===== src/rtl/aclk_pkg.sv =====
// aclk_pkg
//   Shared types and constants for the alarm-clock alarm bank and any other
//   block that handles BCD HH:MM times (e.g. the clock-set path).
//   - aclk_state_e : ringer state (IDLE, RING, SNOOZE)
//   - digit limits : largest legal value of each BCD digit
//   - bcd_hhmm_t   : packed HH:MM time, one 4-bit BCD digit per field
package aclk_pkg;

    typedef enum logic [1:0] {
        IDLE   = 2'd0,
        RING   = 2'd1,
        SNOOZE = 2'd2
    } aclk_state_e;

    // Largest legal value of each digit. The hour units digit is capped at
    // 3 when the hour tens digit is 2, which keeps hours at 23 or below.
    localparam logic [3:0] MS_HR_MAX      = 4'd2;
    localparam logic [3:0] LS_HR_MAX      = 4'd9;
    localparam logic [3:0] LS_HR_MAX_TOP  = 4'd3;
    localparam logic [3:0] MS_MIN_MAX     = 4'd5;
    localparam logic [3:0] LS_MIN_MAX     = 4'd9;

    // Ring and snooze counters only need to reach 15 minute ticks.
    localparam int CNT_W = 4;

    typedef struct packed {
        logic [3:0] ms_hr;
        logic [3:0] ls_hr;
        logic [3:0] ms_min;
        logic [3:0] ls_min;
    } bcd_hhmm_t;

endpackage


===== src/rtl/aclk_bcd_time_check.sv =====
// aclk_bcd_time_check
//   Combinational validity check of a BCD HH:MM time (00:00 .. 23:59).
//   Ports:
//     time_i  : BCD time to check
//     valid_o : 1 when every digit is in range and the hour is at most 23
module aclk_bcd_time_check
    import aclk_pkg::*;
(
    input  bcd_hhmm_t time_i,
    output logic      valid_o
);

    logic hr_ok;
    logic min_ok;

    always_comb begin
        hr_ok = 1'b0;
        if (time_i.ms_hr < MS_HR_MAX) begin
            hr_ok = (time_i.ls_hr <= LS_HR_MAX);
        end else if (time_i.ms_hr == MS_HR_MAX) begin
            hr_ok = (time_i.ls_hr <= LS_HR_MAX_TOP);
        end
        min_ok  = (time_i.ms_min <= MS_MIN_MAX) && (time_i.ls_min <= LS_MIN_MAX);
        valid_o = hr_ok && min_ok;
    end

endmodule


===== src/rtl/aclk_alarm_bank.sv =====
// aclk_alarm_bank
//   Multi-slot alarm store and ringer. Holds NUM_ALARMS BCD HH:MM alarm
//   times with individual arm bits, compares them against the current time
//   on every minute tick while idle, and drives a ringing output with
//   snooze, stop and automatic timeout.
//   Ports:
//     clk, reset           : clock, asynchronous active-high reset
//     load_new_a           : write request; load_slot / load_arm / new_alarm_*
//                            give the target slot, arm bit and BCD time
//     cur_*                : current BCD time, valid with minute_tick
//     minute_tick          : one-cycle pulse per new minute
//     snooze, stop         : user pulses acting on the ringer
//     disp_slot            : slot selected for readback
//     alarm, alarm_id      : ringing flag and slot that caused the ring
//     load_err             : one-cycle pulse after a rejected load
//     disp_*, disp_armed   : registered readback of disp_slot
module aclk_alarm_bank
    import aclk_pkg::*;
#(
    parameter  int NUM_ALARMS = 4,
    parameter  int SNOOZE_MIN = 5,
    parameter  int RING_MIN   = 10,
    localparam int SLOT_W     = $clog2(NUM_ALARMS)
) (
    input  logic              clk,
    input  logic              reset,
    input  logic              load_new_a,
    input  logic [SLOT_W-1:0] load_slot,
    input  logic              load_arm,
    input  logic [3:0]        new_alarm_ms_hr,
    input  logic [3:0]        new_alarm_ls_hr,
    input  logic [3:0]        new_alarm_ms_min,
    input  logic [3:0]        new_alarm_ls_min,
    input  logic [3:0]        cur_ms_hr,
    input  logic [3:0]        cur_ls_hr,
    input  logic [3:0]        cur_ms_min,
    input  logic [3:0]        cur_ls_min,
    input  logic              minute_tick,
    input  logic              snooze,
    input  logic              stop,
    input  logic [SLOT_W-1:0] disp_slot,
    output logic              alarm,
    output logic [SLOT_W-1:0] alarm_id,
    output logic              load_err,
    output logic [3:0]        disp_ms_hr,
    output logic [3:0]        disp_ls_hr,
    output logic [3:0]        disp_ms_min,
    output logic [3:0]        disp_ls_min,
    output logic              disp_armed
);

    localparam logic [CNT_W-1:0] SNOOZE_LIM = CNT_W'(SNOOZE_MIN);
    localparam logic [CNT_W-1:0] RING_LIM   = CNT_W'(RING_MIN);

    // ------------------------------------------------------------------
    // Slot storage and load path
    // ------------------------------------------------------------------
    bcd_hhmm_t [NUM_ALARMS-1:0] slot_q;
    logic      [NUM_ALARMS-1:0] armed_q;

    bcd_hhmm_t new_time;
    bcd_hhmm_t cur_time;
    logic      new_time_ok;
    logic      load_slot_ok;
    logic      load_ok;
    logic      load_err_q;

    assign new_time = '{ms_hr:  new_alarm_ms_hr,  ls_hr:  new_alarm_ls_hr,
                        ms_min: new_alarm_ms_min, ls_min: new_alarm_ls_min};
    assign cur_time = '{ms_hr:  cur_ms_hr,  ls_hr:  cur_ls_hr,
                        ms_min: cur_ms_min, ls_min: cur_ls_min};

    aclk_bcd_time_check u_new_chk (
        .time_i  (new_time),
        .valid_o (new_time_ok)
    );

    // Only matters when NUM_ALARMS is not a power of two.
    assign load_slot_ok = (int'(load_slot) < NUM_ALARMS);
    assign load_ok      = load_new_a && new_time_ok && load_slot_ok;

    always_ff @(posedge clk or posedge reset) begin
        if (reset) begin
            slot_q     <= '0;
            armed_q    <= '0;
            load_err_q <= 1'b0;
        end else begin
            load_err_q <= load_new_a && !load_ok;
            for (int i = 0; i < NUM_ALARMS; i++) begin
                if (load_ok && (int'(load_slot) == i)) begin
                    slot_q[i]  <= new_time;
                    armed_q[i] <= load_arm;
                end
            end
        end
    end

    // ------------------------------------------------------------------
    // Parallel compare + lowest-index priority encoder. Uses registered
    // slot contents, so a load landing on the tick edge is not seen.
    // ------------------------------------------------------------------
    logic [NUM_ALARMS-1:0] match;
    logic [SLOT_W-1:0]     first_idx;

    always_comb begin
        match     = '0;
        first_idx = '0;
        for (int i = 0; i < NUM_ALARMS; i++) begin
            match[i] = armed_q[i] && (slot_q[i] == cur_time);
        end
        // Descending scan so the lowest matching index is written last.
        for (int i = NUM_ALARMS - 1; i >= 0; i--) begin
            if (match[i]) begin
                first_idx = SLOT_W'(i);
            end
        end
    end

    // ------------------------------------------------------------------
    // Ringer state machine
    // ------------------------------------------------------------------
    aclk_state_e       state_q, state_d;
    logic [CNT_W-1:0]  ring_cnt_q, ring_cnt_d;
    logic [CNT_W-1:0]  snz_cnt_q, snz_cnt_d;
    logic [SLOT_W-1:0] id_q, id_d;
    logic              alarm_q;
    logic [CNT_W-1:0]  ring_inc;
    logic [CNT_W-1:0]  snz_inc;

    assign ring_inc = ring_cnt_q + 1'b1;
    assign snz_inc  = snz_cnt_q + 1'b1;

    always_comb begin
        state_d    = state_q;
        ring_cnt_d = ring_cnt_q;
        snz_cnt_d  = snz_cnt_q;
        id_d       = id_q;
        unique case (state_q)
            IDLE: begin
                if (minute_tick && (|match)) begin
                    state_d    = RING;
                    ring_cnt_d = '0;
                    id_d       = first_idx;
                end
            end
            RING: begin
                // stop > snooze > minute_tick; a tick lost to snooze is not counted.
                if (stop) begin
                    state_d = IDLE;
                end else if (snooze) begin
                    state_d   = SNOOZE;
                    snz_cnt_d = '0;
                end else if (minute_tick) begin
                    ring_cnt_d = ring_inc;
                    if (ring_inc == RING_LIM) begin
                        state_d = IDLE;
                    end
                end
            end
            SNOOZE: begin
                if (stop) begin
                    state_d = IDLE;
                end else if (minute_tick) begin
                    snz_cnt_d = snz_inc;
                    if (snz_inc == SNOOZE_LIM) begin
                        state_d    = RING;
                        ring_cnt_d = '0;
                    end
                end
            end
            default: begin
                state_d = IDLE;
            end
        endcase
    end

    always_ff @(posedge clk or posedge reset) begin
        if (reset) begin
            state_q    <= IDLE;
            ring_cnt_q <= '0;
            snz_cnt_q  <= '0;
            id_q       <= '0;
            alarm_q    <= 1'b0;
        end else begin
            state_q    <= state_d;
            ring_cnt_q <= ring_cnt_d;
            snz_cnt_q  <= snz_cnt_d;
            id_q       <= id_d;
            alarm_q    <= (state_d == RING);
        end
    end

    // ------------------------------------------------------------------
    // Registered readback
    // ------------------------------------------------------------------
    bcd_hhmm_t disp_q;
    logic      disp_armed_q;

    always_ff @(posedge clk or posedge reset) begin
        if (reset) begin
            disp_q       <= '0;
            disp_armed_q <= 1'b0;
        end else if (int'(disp_slot) < NUM_ALARMS) begin
            disp_q       <= slot_q[disp_slot];
            disp_armed_q <= armed_q[disp_slot];
        end else begin
            disp_q       <= '0;
            disp_armed_q <= 1'b0;
        end
    end

    assign alarm       = alarm_q;
    assign alarm_id    = id_q;
    assign load_err    = load_err_q;
    assign disp_ms_hr  = disp_q.ms_hr;
    assign disp_ls_hr  = disp_q.ls_hr;
    assign disp_ms_min = disp_q.ms_min;
    assign disp_ls_min = disp_q.ls_min;
    assign disp_armed  = disp_armed_q;

endmodule


===== config.mk =====
export PLATFORM = sky130hd
export DESIGN_NAME = aclk_alarm_bank
export DESIGN_NICKNAME = d
export VERILOG_FILES = /design/src/rtl/aclk_pkg.sv /design/src/rtl/aclk_bcd_time_check.sv /design/src/rtl/aclk_alarm_bank.sv
export SDC_FILE = /design/constraint.sdc
export NUM_CORES = 1
export LEC_CHECK = 0
export ABC_AREA = 1
export CAP_MARGIN = 10
export CORE_MARGIN = 4
export CORE_UTILIZATION = 51
export DETAILED_ROUTE_END_ITERATION = 8
export PLACE_DENSITY = 0.77
export SETUP_SLACK_MARGIN = 0.2
export SLEW_MARGIN = 20
export SYNTH_ARGS = -nofsm -noshare
export SYNTH_HDL_FRONTEND = slang
export SYNTH_SLANG_ARGS = --single-unit

===== constraint.sdc =====
create_clock -name clk -period 3.6 [get_ports clk]
set_input_delay 0.9 -clock clk [delete_from_list [all_inputs] [get_ports clk]]
set_output_delay 0.9 -clock clk [all_outputs]
set_load 0.02 [all_outputs]

* Yosys cells after proc, flatten, opt, wreduce, memory -nomap -nowiden *
Cells that the tools add are included.

operators by class
  add/subtract/negate cells = 2
  order comparisons = 6
  multiplexer cells = 32
  eq/ne operators = 21
  reductions and logical operators = 22

operator list
  cell                                                                           count
  16-bit == test                                                                 4
  4-bit 2-to-1 mux                                                               11
  16-bit binary-select mux with 2-bit select                                     1
  2-bit 2-to-1 mux                                                               12
  16-bit 2-to-1 mux                                                              1
  2-bit inequality test (second input constant)                                  8
  1-bit logical AND                                                              13
  4-bit case mux with 3 select lines                                             1
  4-bit by 1-bit adder with 4-bit output (second input constant)                 2
  4-bit <= comparator (second input constant)                                    2
  4-bit case mux with 2 select lines                                             1
  8-bit AND reduction                                                            1
  2-bit by 1-bit == test with 1-bit output (second input constant)               3
  2-bit == test (second input constant)                                          3
  2-bit case mux with 3 select lines                                             1
  5-bit AND reduction                                                            1
  4-bit by 2-bit == test with 1-bit output (second input constant)               1
  4-bit by 3-bit == test with 1-bit output (second input constant)               1
  4-bit == test (second input constant)                                          1
  4-bit by 2-bit <= comparator with 1-bit output (second input constant)         1
  4-bit by 3-bit <= comparator with 1-bit output (second input constant)         1
  2-bit zero test                                                                2
  4-bit by 2-bit less-than comparator with 1-bit output (second input constant)  1
  4-bit OR reduction                                                             1
  7 further kinds                                                                9

word-level totals
  input bits = 43
  register bits = 99
  logic and storage cells = 114

* Logic depth before layout (Yosys ltp) *
Gate-level depths: netlist (run 1).

  depth after elaboration = 8
  gate-level depth with buffers = 13
  gate-level depth less buffers = 13

* Modules after synthesis *
A second synthesis (run 1) with hierarchy kept.

second synthesis, totals
  cell total of the unflattened synthesis = 828
  area, all modules = 5750.5 um^2

by module, submodules not included
  module               sequential area each (um^2)  times used  cells an instance  area an instance (um^2)
  aclk_alarm_bank      2477.4                       1           819                5705.5
  aclk_bcd_time_check  0.0                          1           9                  45.0

* Least setup slack after synthesis (run 1) *
No wires, ideal clock.

  kind = in2reg
  start point = in new_alarm_ms_min[3]
  end point = reg slot_q[0] (netlist name)
  buffers on the path = 2
  arrival time = 1.875 ns
  stages = 10
  required time = 3.470 ns
  slack = 1.595 ns
  cell sequence = nor3_1 > o21ai_1 > nor2_1 > nand2_1 > inv_2 > nand4_1 > buf_2 > buf_4 > nand2_1 > o21ai_0

between the ends
  cells in the longest elaborated chain, start to end = 5

RTL lines
  what                                            RTL line                   text
  from (decl)                                     aclk_alarm_bank.sv:32      input logic [3:0] new_alarm_ms_min,
  4-bit by 3-bit <= comparator with 1-bit output  aclk_bcd_time_check.sv:23  min_ok = (time_i.ms_min <= MS_MIN_MAX) && (time_i.ls_min <= LS_MIN_MAX);
  1-bit logical AND                               aclk_bcd_time_check.sv:23
  1-bit logical AND                               aclk_bcd_time_check.sv:24  valid_o = hr_ok && min_ok;
  1-bit logical AND                               aclk_alarm_bank.sv:80      assign load_ok = load_new_a && new_time_ok && load_slot_ok;
  1-bit logical AND                               aclk_alarm_bank.sv:90      if (load_ok && (int'(load_slot) == i)) begin
  to (signal, indexed assignment)                 aclk_alarm_bank.sv:91      slot_q[i] <= new_time;
  to (decl)                                       aclk_alarm_bank.sv:58      bcd_hhmm_t [NUM_ALARMS-1:0] slot_q;

No other way between the ends.
A chain may end at the register's enable or synchronous reset.

* Worst setup path in the final report (run 1) *
  start point = in new_alarm_ls_hr[1]
  end point = reg slot_q[49] (netlist name)

between the ends
  cells in the longest elaborated chain, start to end = 6
  elaborated cells between the ends (all ways) = 7

RTL lines
  what                                            RTL line                   text
  from (decl)                                     aclk_alarm_bank.sv:31      input logic [3:0] new_alarm_ls_hr,
  4-bit by 2-bit <= comparator with 1-bit output  aclk_bcd_time_check.sv:21  hr_ok = (time_i.ls_hr <= LS_HR_MAX_TOP);
  1-bit 2-to-1 mux                                aclk_bcd_time_check.sv:20  end else if (time_i.ms_hr == MS_HR_MAX) begin
  1-bit 2-to-1 mux (*)                            aclk_bcd_time_check.sv:18  if (time_i.ms_hr < MS_HR_MAX) begin
  1-bit logical AND (*)                           aclk_bcd_time_check.sv:24
  1-bit logical AND (*)                           aclk_alarm_bank.sv:80
  1-bit logical AND (*)                           aclk_alarm_bank.sv:90

Mark *: on every way between the ends. The rest lies on a longest branch, timed or not.

==> impl_metrics.json, run 1 <==
{
  "ant_nets": 0,
  "worstSetupStartpointType": "primary input",
  "crit_arrival_ns": 2.75,
  "wl_met2_mm": 6.471,
  "cts_tree": "yes",
  "syn_nets": 747,
  "synth.largest_area_cell": "sky130_fd_sc_hd__dfrtp_1",
  "clock_power_share": 0.270,
  "worst_slew_margin_rel": 0.4935,
  "remaining_drc_errors": 0,
  "buffer_ports.inserted": 63,
  "power.density_cell_area_nw_per_um2": 389.6,
  "drt-pass1-iter-count": 5,
  "cts-root-buf": "sky130_fd_sc_hd__clkbuf_8",
  "worst_ir_drop_on_vdd_mv": 0.1813,
  "cp.required_ns": 3.88,
  "layout_net_count": 810,
  "power.total_mw": 2.426,
  "worstPathMaxFanout": 31,
  "static-leakage-power_nw": 2.993,
  "path_clk_slew_ns": 0.09,
  "hold_buffers": 0,
  "antennaDiodeCount": 0,
  "post_cts.resized_instances": 0,
  "cts_max_path_buffers": 2,
  "rsz0062_at_grt": "false",
  "wl_met1_mm": 5.620,
  "post-route-period-util": 0.6859,
  "comb_power_share": 0.195,
  "count_of_endpoints_failing_hold_in_the_final_timing_report": 0,
  "maximum_clock_frequency_mhz": 405.0,
  "syn_area_um2": 5276,
  "yosys.area.top_type_share": 0.4695,
  "area_delta_synth_final_pct": 18.00,
  "drive_above_1_share": 0.07552,
  "die_area_um2": 12040,
  "max_cap_viol_count": 0,
  "yosysSeqAreaShare": 0.4695,
  "placeableCoreArea_um2": 9910,
  "critical_path.endpoint_type": "register",
  "fin_skew_ns": 0.01218,
  "timing.reg2reg.setup_slack_ns": 1.85,
  "ys.warnings.count": 0,
  "grt_remaining_overflow": 0,
  "setup_total_negative_slack_ns": 0,
  "setup_violations": 0,
  "drt-vias-per-instance": 5.293,
  "fp.dieH_um": 109.7,
  "internal_power_mw": 1.672,
  "drt-total-wl_mm": 13.19,
  "postSynthRegisterBits": 99,
  "place.detailed.hpwl_mm": 9.711,
  "post-route-min-period_ns": 2.469,
  "synth_cell_types": 33,
  "vias": 4769,
  "drt-wirelength-per-cell_um": 14.64,
  "grt_pass1_vias": 4598,
  "place_congestion": 0.8919,
  "num_rows": 36,
  "grt_max_degree": 38,
  "clock_sinks": 99,
  "grt_pass1_wl_mm": 21.96,
  "post_cts_buffers": 0,
  "criticalPathCategory": "primary input to register",
  "synth_cells": 700,
  "report.final.slew_viol_count": 0,
  "worst_pin_slew_ns": 0.7582,
  "power.share.switching": 0.3107,
  "top_layer": "met4",
  "outcome": "completed",
  "sequentialPowerShare": 0.535,
  "ys_top_cells_by_area": "sky130_fd_sc_hd__dfrtp_1 47%, sky130_fd_sc_hd__nand2_1 13%, sky130_fd_sc_hd__o21ai_0 6.9%",
  "min_path_type": "register to register",
  "antenna_violations_before_repair": 0,
  "floorplan.initialDensity": 0.5324,
  "io_pins": 64,
  "cts-buffers-inserted": 9,
  "htree_num_levels": 3,
  "initialDrtViolationCount": 357,
  "avgSynthCellArea_um2": 7.538,
  "met3RoutedLength_um": 840,
  "grt_usage": 0.2348,
  "clkLatencyLatePin_ns": 0.37,
  "p_sw_mw": 0.7538,
  "die_w_um": 109.7
}
## path summary, 6_finish.rpt
| path | startpoint | to | cells after the start |
|---|---|---|---|
| worst min register to register | ring_cnt_q[3] | ring_cnt_q[3] | 2 |
| worst min-delay path | ring_cnt_q[3] | ring_cnt_q[3] | 2 |
| worst max-delay path | new_alarm_ls_hr[1] | slot_q[49] | 9 |
| max in group asynchronous | reset | slot_q[17] | 3 |
| worst max register to register | slot_q[12] | ring_cnt_q[1] | 10 |
| min in group asynchronous | reset | disp_ms_hr[1] | 2 |
## cell usage in the layout (no fill, tap or decap), types with 4 or more instances in the layout
master                            count
sky130_fd_sc_hd__nand2_1            187
sky130_fd_sc_hd__nand2_2              5
sky130_fd_sc_hd__buf_4               11
sky130_fd_sc_hd__ha_1                 4
sky130_fd_sc_hd__inv_2               10
sky130_fd_sc_hd__clkdlybuf4s50_1     63
sky130_fd_sc_hd__inv_1               82
sky130_fd_sc_hd__o21ai_1             13
sky130_fd_sc_hd__o22ai_1              6
sky130_fd_sc_hd__dfrtp_1             99
sky130_fd_sc_hd__xnor2_1             19
sky130_fd_sc_hd__a21oi_1             45
sky130_fd_sc_hd__nand3_1             23
sky130_fd_sc_hd__nor2_1              75
sky130_fd_sc_hd__o21ai_0             73
sky130_fd_sc_hd__nand4_1              7
sky130_fd_sc_hd__a21oi_2              5
sky130_fd_sc_hd__clkbuf_8             9
## flip-flops by register name (all words and copies together), names as in the netlist
name and flops:
disp_ls_hr 4, ring_cnt_q 4, load_err 1, disp_armed 1, alarm 1, armed_q 4, state_q 2, disp_ms_hr 4
alarm_id 2, slot_q 64, snz_cnt_q 4, disp_ms_min 4, disp_ls_min 4
## power groups by stage
stage | Combinational [mW] | Clock, mW | Sequential (mW)
5_1_grt | 0.537 | 0.710 | 1.31
3_5_place_dp | 0.473 | 0 | 1.32
4_1_cts | 0.476 | 0.664 | 1.29
6_report | 0.473 | 0.655 | 1.30
2_1_floorplan | 0.282 | 0 | 1.32
3_3_place_gp | 0.459 | 0 | 1.31
## layout make-up
type | count | area [um^2]
Inverter | 95 | 360.3
Tap cell | 133 | 166.4
Fill cell | 935 | 3684
Clock inverter | 5 | 38.79
Multi-Input combinational cell | 483 | 2318
Clock buffer | 11 | 131.4
Sequential cell | 99 | 2477
Timing Repair Buffer | 75 | 733.2
## cells by family after synthesis
logic type	after synthesis	synth area share
buffers and inverters	118	0.09106
XOR/XNOR	22	0.03652
AO/OA/AOI/OAI	145	0.1442
AND/OR/NAND/NOR	312	0.2492
flip-flops	99	0.4695
adder cells (fa/ha/maj)	4	0.009486
## critical path: stages
cell and delay, ns:
sky130_fd_sc_hd__clkdlybuf4s50_1 0.48, sky130_fd_sc_hd__o32ai_1 0.40, sky130_fd_sc_hd__nand2_1 0.11, sky130_fd_sc_hd__inv_2 0.10
sky130_fd_sc_hd__nand2_2 0.09, sky130_fd_sc_hd__nor3_4 0.11, sky130_fd_sc_hd__buf_4 0.35, sky130_fd_sc_hd__nand2_1 0.10
sky130_fd_sc_hd__o21ai_0 0.10
## synth_stat cells (all sizes together)
library cell    n
nand2         193
dfrtp          99
inv            93
o21ai          86
nor2           80
a21oi          50
nand3          25
xnor2          19
clkbuf         13
buf            10
nand4           7
o22ai           6
ha              4
nor3            4
xor2            3
a21boi          2
clkinv          2
nand3b          1
nor3b           1
o32ai           1
or2             1
## metrics by stage
step                cell area (um^2)  std cells  worst slack (ns)  hold slack (ns)  utilization
floorplan                       5280        700             1.524           0.4614            -
global placement                6056        885            0.8166           0.4812       0.6111
detailed placement              6056        885            0.7383           0.4787       0.6111
CTS                             6226        901             1.125           0.5012       0.6283
global route                    6226        901            0.9440           0.5370       0.6283
finish                          6226        901             1.131           0.4977       0.6283
## routing by layer
metal | global-route usage | vias up
met5 | 0 | -
met4 | 0.08014 | 0
met3 | 0.02936 | 19
met2 | 0.3989 | 159
met1 | 0.3114 | 2258
li1 | - | 2333
No activity file was read; power rests on OpenSTA's default activity.
==> run 2: changes to the inputs <==
==> constraint.sdc (replaced) <==
create_clock -name clk -period 2.04 [get_ports clk]
set_input_delay 0.51 -clock clk [delete_from_list [all_inputs] [get_ports clk]]
set_output_delay 0.51 -clock clk [all_outputs]
set_load 0.02 [all_outputs]
==> impl_metrics.json, run 2 (synthesis gave the netlist of run 1 again) <==
{
  "grt_usage": 0.2495,
  "clock_sinks": 99,
  "num_rows": 36,
  "r2r.worst_path.cells": 10,
  "drive_above_1_share": 0.1530,
  "r2r_start": "snz_cnt_q[0]",
  "die_w_um": 109.7,
  "worst_pin_slew_ns": 0.4827,
  "buffer_ports.inserted": 63,
  "static-leakage-power_nw": 3.565,
  "grt_pass1_vias": 4881,
  "report.final.slew_viol_count": 0,
  "postLayoutCoreUtil": 0.6929,
  "final-seq-area_um2": 2477,
  "criticalPathCategory": "primary input to register",
  "place.detailed.hpwl_mm": 9.940,
  "antennaDiodeCount": 0,
  "grt_pass1_wl_mm": 23.20,
  "floorplan.initialDensity": 0.5324,
  "post-route-period-util": 0.8954,
  "drt-wirelength-per-cell_um": 15.53,
  "slowest_library_cell_on_the_worst_path": "sky130_fd_sc_hd__dlygate4sd2_1",
  "timing.critical_path.mode_cell": "sky130_fd_sc_hd__nand2_1",
  "htree_num_levels": 3,
  "worstSetupStartpointType": "primary input",
  "worst_hold_end": "slot_q[57]",
  "die_area_um2": 12040,
  "path_clk_slew_ns": 0.09,
  "vias": 5064,
  "remaining_drc_errors": 0,
  "area_delta_synth_final_pct": 30.14,
  "fp.dieH_um": 109.7,
  "setup_total_negative_slack_ns": 0,
  "min_path_type": "primary input to register",
  "max_cap_viol_count": 0,
  "placeableCoreArea_um2": 9910,
  "drt-total-wl_mm": 14.56,
  "mostFrequentLayoutCells": "185 x sky130_fd_sc_hd__nand2_1, 99 x sky130_fd_sc_hd__dfrtp_1, 74 x sky130_fd_sc_hd__inv_1, 69 x sky130_fd_sc_hd__nor2_1, 68 x sky130_fd_sc_hd__o21ai_0",
  "cts-root-buf": "sky130_fd_sc_hd__clkbuf_8",
  "antenna_violations_before_repair": 0,
  "largest_register_ff_count": 64,
  "drt-vias-per-instance": 5.404,
  "initialDrtViolationCount": 339,
  "critical_path.endpoint_type": "register",
  "hold_depth": 3,
  "met3RoutedLength_mm": 1.119,
  "grt_remaining_overflow": 0,
  "crit-reg2reg-capture": "ring_cnt_q[2]",
  "cp_num_buf_inv": 2,
  "wl_met1_mm": 5.950,
  "timing.reg2reg.setup_slack_ns": 0.27,
  "hold_buffers": 0,
  "maximum_clock_frequency_mhz": 547.5,
  "count_of_endpoints_failing_hold_in_the_final_timing_report": 0,
  "setup_violations": 0,
  "ant_nets": 0,
  "pre_cts_setup_slack_ns": -0.5184,
  "drt-pass1-iter-count": 8,
  "place_congestion": 0.9086,
  "layout_net_count": 846,
  "wl_met2_mm": 7.037,
  "clkLatencyLatePin_ns": 0.38,
  "worst_ir_drop_on_vdd_mv": 0.3991,
  "hold_path.startpoint": "new_alarm_ls_hr[1]",
  "cell_family_with_most_cp_delay": "simple AND/OR/NAND/NOR gates",
  "outcome": "completed",
  "power.density_cell_area_nw_per_um2": 743.2,
  "worstPathMaxFanout": 5,
  "timing.critical_path.cells": "dlygate4sd2_1, inv_2, nand2_1, nand2_1, nor2_1, nand2_1, nor2_1, nand3_2, nand2_2, o21ai_2, nand2_2, nand2_4, nand2_1, nand2_1",
  "fill_cells": 810,
  "crit_path_max_incr_delay_ns": 0.32,
  "cts_tree": "yes",
  "crit_arrival_ns": 2.10,
  "io_pins": 64,
  "worst_slew_margin_rel": 0.6782,
  "multi_input_comb_area_um2": 2392,
  "grt_max_degree": 61,
  "holdWs_ns": 0.4369,
  "fin_skew_ns": 0.01290,
  "top_layer": "met4",
  "cp.required_ns": 2.31,
  "layout_commonest_cell": "sky130_fd_sc_hd__nand2_1",
  "finalWorstSetupSlack_ns": 0.2135,
  "max_flop_register": "slot_q",
  "post-route-min-period_ns": 1.827,
  "cts_max_path_buffers": 2,
  "cts-buffers-inserted": 9,
  "rsz0062_at_grt": "false"
}
[run 2: worst max-delay path by stage]
stage	from	end	slack (ns)	depth (start not counted)
after floorplan	reset	alarm	0.35	1
after CTS	disp_ls_min[1]	disp_ls_min[1]	0.20	1
after detailed placement	new_alarm_ls_hr[1]	slot_q[40]	-0.52	9
after global placement	new_alarm_ls_hr[1]	slot_q[60]	-0.47	9
after global routing	slot_q[49]	ring_cnt_q[2]	0.13	13
final	cur_ms_hr[0]	ring_cnt_q[2]	0.21	14
[run 2: layer usage]
layer,GRT usage,vias to the layer above
li1,-,2404
met1,0.3218,2368
met2,0.4080,245
met3,0.04698,47
met4,0.1140,0
met5,0,-
[run 2: worst reg2reg max path: cells and delay by family (launching register included)]
kind	cells	cell delay (ns)
buffers and inverters	1	0.06
AND/OR/NAND/NOR	6	0.64
AO/OA/AOI/OAI	1	0.19
adder cells (fa/ha/maj)	1	0.22
flip-flops	1	0.43
XOR/XNOR	1	0.14
[run 2: area by class of cell]
cell class,instances,area share
clock inverters,7,0.02733
repair buffers,111,0.1687
well taps,133,0.02423
inverters,95,0.05248
clock buffers,9,0.01804
multi-input cells,483,0.3484
flip-flops and latches,99,0.3608
[run 2: stage by stage]
stage	total power, mW	std cells	instance area, um^2
2_1_floorplan	2.820	700	5280
3_3_place_gp	3.168	910	6306
3_5_place_dp	3.202	910	6306
4_1_cts	5.080	932	6724
5_1_grt	5.324	937	6867
6_report	5.103	937	6867
[run 2: power breakdown]
group          switching [mW]  total [mW]  internal (mW)
registers               0.153        2.30           2.14
clock network           0.721        1.91           1.19
logic                   0.521       0.899          0.378
[run 2: timing repair]
action	in CTS	in global routing
cloned	2	0
gates resized for setup	40	52
pin swaps	3	17
endpoints found under the setup margin	83	43
setup buffers	4	5
